File: config.mk
export PLATFORM = sky130hd
export DESIGN_NAME = arbiter_rr
export DESIGN_NICKNAME = d
export VERILOG_FILES = /design/src/rtl/arbiter_rr.sv
export SDC_FILE = /design/constraint.sdc
export NUM_CORES = 1
export LEC_CHECK = 0
export CAP_MARGIN = 40
export CORE_ASPECT_RATIO = 1.2
export CORE_UTILIZATION = 30
export DETAILED_ROUTE_END_ITERATION = 7
export SYNTH_ARGS = -nofsm -noshare
export SYNTH_HDL_FRONTEND = slang
export SYNTH_SLANG_ARGS = --single-unit
File: constraint.sdc
create_clock -name clk -period 2.8 [get_ports clk]
set_input_delay 0.56 -clock clk [delete_from_list [all_inputs] [get_ports clk]]
set_output_delay 0.56 -clock clk [all_outputs]
set_load 0.05 [all_outputs]
File: src/rtl/arbiter_rr.sv
// Round-robin arbiter with a grant quantum: N stb/rdy requesters share one
// registered downstream stage, each beat tagged with its source index.
module arbiter_rr #(
  parameter int W = 8,
  parameter int N = 2,
  parameter int Q = 4
) (
  input  logic                   clk,
  input  logic                   rst,
  input  logic [N-1:0]           s_stb,
  input  logic [N*W-1:0]         s_dat,
  output logic [N-1:0]           s_rdy,
  input  logic                   m_rdy,
  output logic                   m_stb,
  output logic [$clog2(N)+W-1:0] m_dat
);

  localparam int IW = $clog2(N);
  localparam int CW = $clog2(Q+1);

  logic [IW-1:0]   r_owner;
  logic [CW-1:0]   r_cnt;
  logic            r_m_stb;
  logic [IW+W-1:0] r_m_dat;

  logic            w_lock;
  logic            w_valid;
  logic            w_open;
  logic            w_accept;
  logic [IW-1:0]   w_sel;
  logic [W-1:0]    w_sel_dat;

  function automatic logic [IW-1:0] wrap_idx(input logic [IW-1:0] base, input int k);
    int t;
    t = int'(base) + k;
    if (t >= N) t = t - N;
    return IW'(t);
  endfunction

  assign w_lock   = s_stb[r_owner] & (r_cnt != '0) & (r_cnt < CW'(Q));
  assign w_valid  = |s_stb;
  assign w_open   = ~r_m_stb | m_rdy;
  assign w_accept = w_valid & w_open;

  // Scan farthest-first so the nearest requester after the owner wins;
  // k = N lands on the owner itself, giving it the lowest priority.
  always_comb begin
    w_sel = r_owner;
    if (!w_lock) begin
      for (int k = N; k >= 1; k--) begin
        if (s_stb[wrap_idx(r_owner, k)]) w_sel = wrap_idx(r_owner, k);
      end
    end
  end

  assign w_sel_dat = s_dat[int'(w_sel)*W +: W];

  always_comb begin
    s_rdy = '0;
    if (w_accept && !rst) s_rdy[w_sel] = 1'b1;
  end

  always_ff @(posedge clk or posedge rst) begin
    if (rst) begin
      r_m_stb <= 1'b0;
      r_m_dat <= '0;
      r_owner <= IW'(N-1);
      r_cnt   <= '0;
    end else if (w_accept) begin
      r_m_stb <= 1'b1;
      r_m_dat <= {w_sel, w_sel_dat};
      if (w_lock) begin
        r_cnt <= r_cnt + 1'b1;
      end else begin
        r_owner <= w_sel;
        r_cnt   <= CW'(1);
      end
    end else if (m_rdy) begin
      r_m_stb <= 1'b0;
    end
  end

  assign m_stb = r_m_stb;
  assign m_dat = r_m_dat;

endmodule

==> results of run 1 <==
-- layer usage --
| layer | GRT usage (%) | vias up | share of wire (%) |
|---|---|---|---|
| met4 | 7.94 | 0 | 0.78 |
| met1 | 17.5 | 402 | 43 |
| met3 | 2.80 | 2 | 4.6 |
| met2 | 31.4 | 23 | 51 |
| li1 | - | 402 | - |
| met5 | 0 | - | 0 |
-- kinds of logic after synthesis --
family,Yosys count,synth area share (%)
AO/OA/AOI/OAI,25,21.4
adder cells (fa/ha/maj),2,2.95
buffers and inverters,8,4.43
flip-flops,14,41.5
multiplexers,1,1.62
AND/OR/NAND/NOR,40,28.1
-- worst min-delay path: stages (launching register included) --
cell and delay (ps):
dfrtp_1 350, nand2_1 50, o21ai_0 60
-- power breakdown --
group          leakage (nW)  internal [mW]  switching, mW
Clock                0.0210         0.0790         0.0638
Sequential            0.160          0.270         0.0437
Combinational         0.350          0.244          0.334
Total                 0.531          0.593          0.441
-- how the worst max path moves through the flow --
stage / end / startpoint / depth (start not counted) / slack, ps
final: s_rdy[0] / s_stb[0] / 6 / 300
after CTS: s_rdy[1] / s_stb[0] / 6 / 300
after global placement: s_rdy[0] / s_stb[0] / 6 / 340
after global routing: s_rdy[0] / s_stb[0] / 6 / 240
after detailed placement: s_rdy[1] / s_stb[0] / 6 / 300
after floorplan: s_rdy[1] / r_cnt[0] / 7 / 340
-- cells in the final DEF (no fill, tap or decap), types with 2 or more instances in the layout --
cell             instances
clkbuf_4                 3
ha_1                     2
nor2_1                   9
clkdlybuf4s50_1         30
o32a_1                   8
nand2b_1                 2
buf_4                    9
and2_2                   8
dfrtp_1                 13
nand3_1                  2
nand2_1                  6
nor3b_1                  8
inv_1                    4
o21ai_0                 11
-- flip-flops by register name, summed over array words and instances, names as in the netlist --
register / cells
m_stb: 1
r_owner: 1
r_cnt: 3
m_dat: 9
-- final cells by class --
cell class / count / area (sq um)
Clock buffer: 4 / 36.3
Multi-Input combinational cell: 68 / 463
Timing Repair Buffer: 40 / 388
Tap cell: 33 / 41.3
Fill cell: 266 / 1310
Sequential cell: 14 / 352
Inverter: 4 / 15.0
-- through the flow --
| stage | power, mW | utilization, % | hold WS, ps |
|---|---|---|---|
| 2_1_floorplan | 0.710 | - | 453 |
| 3_3_place_gp | 0.888 | 48.4 | 486 |
| 3_5_place_dp | 0.899 | 48.4 | 477 |
| 4_1_cts | 1.05 | 49.8 | 497 |
| 5_1_grt | 1.11 | 49.8 | 539 |
| 6_report | 1.03 | 49.8 | 489 |
==> flow_summary.yaml, run 1 <==
cells_and_area:
  areaGrowthSynthToFinish_pct: 52.9
  stdcell_count: 163
  insertedDiodeCount: 0
  fin_area_sq_um: 1290
  drive_above_1_share_pct: 23.1
  nets: 154
power:
  p_per_area_nw_per_um2: 799
  p_leak_nw: 0.531
  vdd_drop_max_uv: 336
logic_synthesis:
  synth_edf_count: 0
  async_flop_share_pct: 100
  synth_cell_types: 26
  netlist_top_cells_count: "dfrtp_1, o21ai_0, nor2_1"
  synth.yosys.seq_area_share_pct: 41.5
  synth_top_cell_area_share_pct: 38.4
  yosysWarnings: 0
  synthFlopType: "dfrtp_1"
  ys_ff_latch: 14
  synthesis.area_sq_um: 847
  netlist_instances: 90
  synth.most_common_cell: "dfrtp_1"
  synth_nets: 113
  synthTopCellsByArea: "dfrtp_1, o32a_1, and2_2"
  synth_top_cell_by_area: "dfrtp_1"
  avgSynthCellArea_sq_um: 9.41
global_route:
  grt_pass1_wl_um: 3720
  grt_usage_pct: 16.5
  grt.overflow.total: 0
  grt_antenna_before_repair: 0
  grt_pass1_vias: 885
  grt_max_degree: 17
status:
  outcome: "finished, final reports clean"
detailed_routing:
  dr.pass1.iters: 3
  wl_per_cell_um: 13.4
  num_vias: 829
  remaining_drc_errors: 0
  drt_iter0_markers: 3
  antenna_left: 0
  vias_per_cell: 5.09
  totalWireLength_um: 2180
timing:
  worst_pin_slew_ps: 651
  fin_ws_ps: 300
  min_period_ps: 2500
  drv_slew: 0
  relSlewSlack_pct: 56.2
  clock_skew_ps: 1.08
  finalSetupTns_ps: 0
  finalCritPeriodShare_pct: 89.3
  setup_violations: 0
  finalHoldViolCount: 0
  rsz0062_at_grt: "false"
  fmax_ghz: 0.400
hold_path:
  hold_class: "flop to flop"
  worstHoldPathCells: 2
  hold_path_end: "m_dat[8]"
  hp-start: "m_dat[8]"
worst_setup_path:
  path_buf_inv: 2
  rr_worst_depth: 6
  path_delay_family: "buffers and inverters"
  cp-end-kind: "output port"
  crit_arrival_ps: 1940
  r2r_end: "r_owner"
  critPathSlowestCell: "clkdlybuf4s50_1"
  critical_path_class: "input pin to output port"
  regToRegSetupSlack_ps: 1090
  startpoint_type: "input pin"
  worst_ep_required_time_ps: 2240
  cp_cell_sequence: "clkdlybuf4s50_1, nand2b_1, mux2i_2, or2_4, and3_2, buf_12"
  r2r-start: "r_cnt[0]"
  crit_fanout: 6
  max_stage_delay_ps: 570
placed_design:
  place_congestion: 0.794
  dp_hpwl_um: 1670
  placed_cells: 159
  place_ws_ps: 296
  placed_cell_area_sq_um: 1260
  io_buffer_count: 32
die:
  coreArea_sq_um: 2600
  fp.dieH_um: 60.2
  dieArea_sq_um: 3040
  io_pins: 33
  initial_core_util_pct: 32.5
  num_rows: 20
  die-width_um: 50.5
clock_network:
  cts_resized: 0
  cts.clk_slew.worst_paths_ps: 80
  cts_setup_buffers: 0
  clock_sinks: 14
  clockBufferDepth: 2
  cts_hold_buf: 0
  htreeDepth: 1
  cts_root_buffer: "clkbuf_4"
  numCtsBuffers: 3
  insertion_delay_ps: 270
  cts_tree: "built"
flow_run:
  maxCapViolations: 0
No activity file was read; power rests on OpenSTA's default activity.
==> run 2, diff against run 1 <==
- CTS_CLUSTER_SIZE: default -> 24
==> results of run 2 <==
Same layout as run 1: the final DEF is identical, and so are final timing and power.
==> run 3, diff against run 2 <==
--- a/config.mk
+++ b/config.mk
@@ -10,4 +10,6 @@
 export CORE_UTILIZATION = 30
+export CTS_CLUSTER_DIAMETER = 30
 export CTS_CLUSTER_SIZE = 24
 export DETAILED_ROUTE_END_ITERATION = 7
+export RECOVER_POWER = 50
 export SYNTH_ARGS = -nofsm -noshare
==> constraint.sdc (replaced) <==
create_clock -name clk -period 2.8 [get_ports clk]
set_input_delay 0.28 -clock clk [delete_from_list [all_inputs] [get_ports clk]]
set_output_delay 0.28 -clock clk [all_outputs]
set_load 0.05 [all_outputs]
==> run 3 against run 2 <==
Against the previous run:
- non-clock buffer count fell by 4
- die area unchanged
- combinational power down 3.6%
- fmax up 8.9%
==> flow_summary.yaml, run 3 (synthesized netlist as in run 1, its figures left out) <==
placed_design:
  placed_cells: 155
  dp_hpwl_um: 1560
  place_congestion: 0.723
  io_buffer_count: 32
timing:
  clock_skew_ps: 0.979
  worst_pin_slew_ps: 816
  min_period_ps: 2300
  fmax_ghz: 0.435
  finalCritPeriodShare_pct: 82.0
  finalSetupTns_ps: 0
  relSlewSlack_pct: 45.6
  rsz0062_at_grt: "false"
  setup_violations: 0
  drv_slew: 0
  finalHoldViolCount: 0
power:
  power.total_mw: 1.01
  p_int_mw: 0.582
  p_switching_mw: 0.432
  seq_power_share_pct: 30.8
  clkPwrFrac_pct: 14.2
  vdd_drop_max_uv: 366
  sw_frac_of_total_pct: 42.6
  combPwrFrac_pct: 55.0
  p_leak_nw: 0.507
  p_per_area_nw_per_um2: 804
global_route:
  grt_antenna_before_repair: 0
  grt.overflow.total: 0
  grt_pass1_wl_um: 3440
  grt_max_degree: 17
  grt_usage_pct: 15.0
  grt_pass1_vias: 788
die:
  fp.dieH_um: 60.2
  io_pins: 33
  num_rows: 20
  dieArea_sq_um: 3040
  initial_core_util_pct: 32.5
  coreArea_sq_um: 2600
  die-width_um: 50.5
detailed_routing:
  dr.pass1.iters: 3
  num_vias: 788
  wl_per_cell_um: 13.1
  totalWireLength_um: 2090
  remaining_drc_errors: 0
  drt_iter0_markers: 4
  antenna_left: 0
  vias_per_cell: 4.96
cells_and_area:
  stdcell_count: 159
  drive_above_1_share_pct: 18.3
  insertedDiodeCount: 0
  final_common_cell: "clkdlybuf4s50_1"
  largest_register_ffs: 9
  areaGrowthSynthToFinish_pct: 48.9
  layout_common_cells: "clkdlybuf4s50_1, dfrtp_1, o21ai_0, nor2_1"
  nets: 150
worst_setup_path:
  cp_cell_sequence: "clkdlybuf4s50_1, inv_1, a21oi_2, or2_4, and3_2, buf_12"
  startpoint_type: "input pin"
  critical_path_class: "input pin to output port"
  cp-end-kind: "output port"
  crit_arrival_ps: 2020
  path_delay_family: "buffers and inverters"
  path_buf_inv: 3
  critPathSlowestCell: "clkdlybuf4s50_1"
  crit_fanout: 9
  worst_ep_required_time_ps: 2520
  max_stage_delay_ps: 560
clock_network:
  insertion_delay_ps: 270
  cts_root_buffer: "clkbuf_4"
  cts_hold_buf: 0
  cts_tree: "built"
  clockBufferDepth: 2
  cts_setup_buffers: 0
  numCtsBuffers: 3
  htreeDepth: 1
  cts.clk_slew.worst_paths_ps: 90
  clock_sinks: 14
  cts_resized: 0
status:
  outcome: "finished, final reports clean"
hold_path:
  hold_class: "flop to flop"
flow_run:
  maxCapViolations: 0
run 3: cell count changes in the layout (fill, tap and decap cells not counted), sizes merged:
cell           delta
dlygate4sd3       +3
clkbuf            +1
buf               -5
clkdlybuf4s50     -3
run 3: through the flow:
| stage | setup WS (ps) | instance area, sq um | util, % | hold slack [ps] |
|---|---|---|---|---|
| 6_report | 503 | 1260 | 48.5 | 492 |
| 4_1_cts | 462 | 1270 | 48.9 | 334 |
| 5_1_grt | 316 | 1260 | 48.5 | 532 |
| 3_5_place_dp | 471 | 1240 | 47.5 | 483 |
| 3_3_place_gp | 537 | 1240 | 47.5 | 486 |
| 2_1_floorplan | 196 | 847 | - | 173 |
run 3: final cells by class:
cell class / instances / area [sq um]
Tap cell: 33 / 41.3
Sequential cell: 14 / 352
Timing Repair Buffer: 36 / 367
Fill cell: 276 / 1340
Multi-Input combinational cell: 68 / 450
Clock buffer: 4 / 36.3
Inverter: 4 / 15.0
run 3: worst register-to-register path: stages (launching register included):
cell and delay, ps:
dfrtp_1 380, inv_1 70, ha_1 200, nor2_1 170
mux2i_2 260, buf_4 230, nor3b_1 80, o32a_1 300
run 3: routing by layer:
layer	share of wire, %	vias to the layer above	wire length, um	track usage (%)
met4	0	0	0	3.57
li1	-	393	-	-
met5	0	-	0	0
met2	50	24	1030	28.2
met1	45	371	944	17.1
met3	5.2	0	109	3.31
run 3: power by group through the flow:
stage	clock, mW	combinational, mW	sequential (mW)
2_1_floorplan	0	0.253	0.455
3_5_place_dp	0	0.571	0.318
3_3_place_gp	0	0.564	0.315
5_1_grt	0.163	0.593	0.320
6_report	0.144	0.557	0.313
4_1_cts	0.154	0.574	0.315
run 3: worst paths after layout:
kind,slack (ps),startpoint,endpoint,cells after the start
max,500,s_stb[0],s_rdy[0],6
min reg2reg,490,m_dat[8],m_dat[8],2
min,490,m_dat[8],m_dat[8],2
max reg2reg,1010,r_cnt[0],m_dat[3],7
min in group asynchronous,690,rst,m_dat[8],3
max in group asynchronous,1610,rst,m_dat[7],3
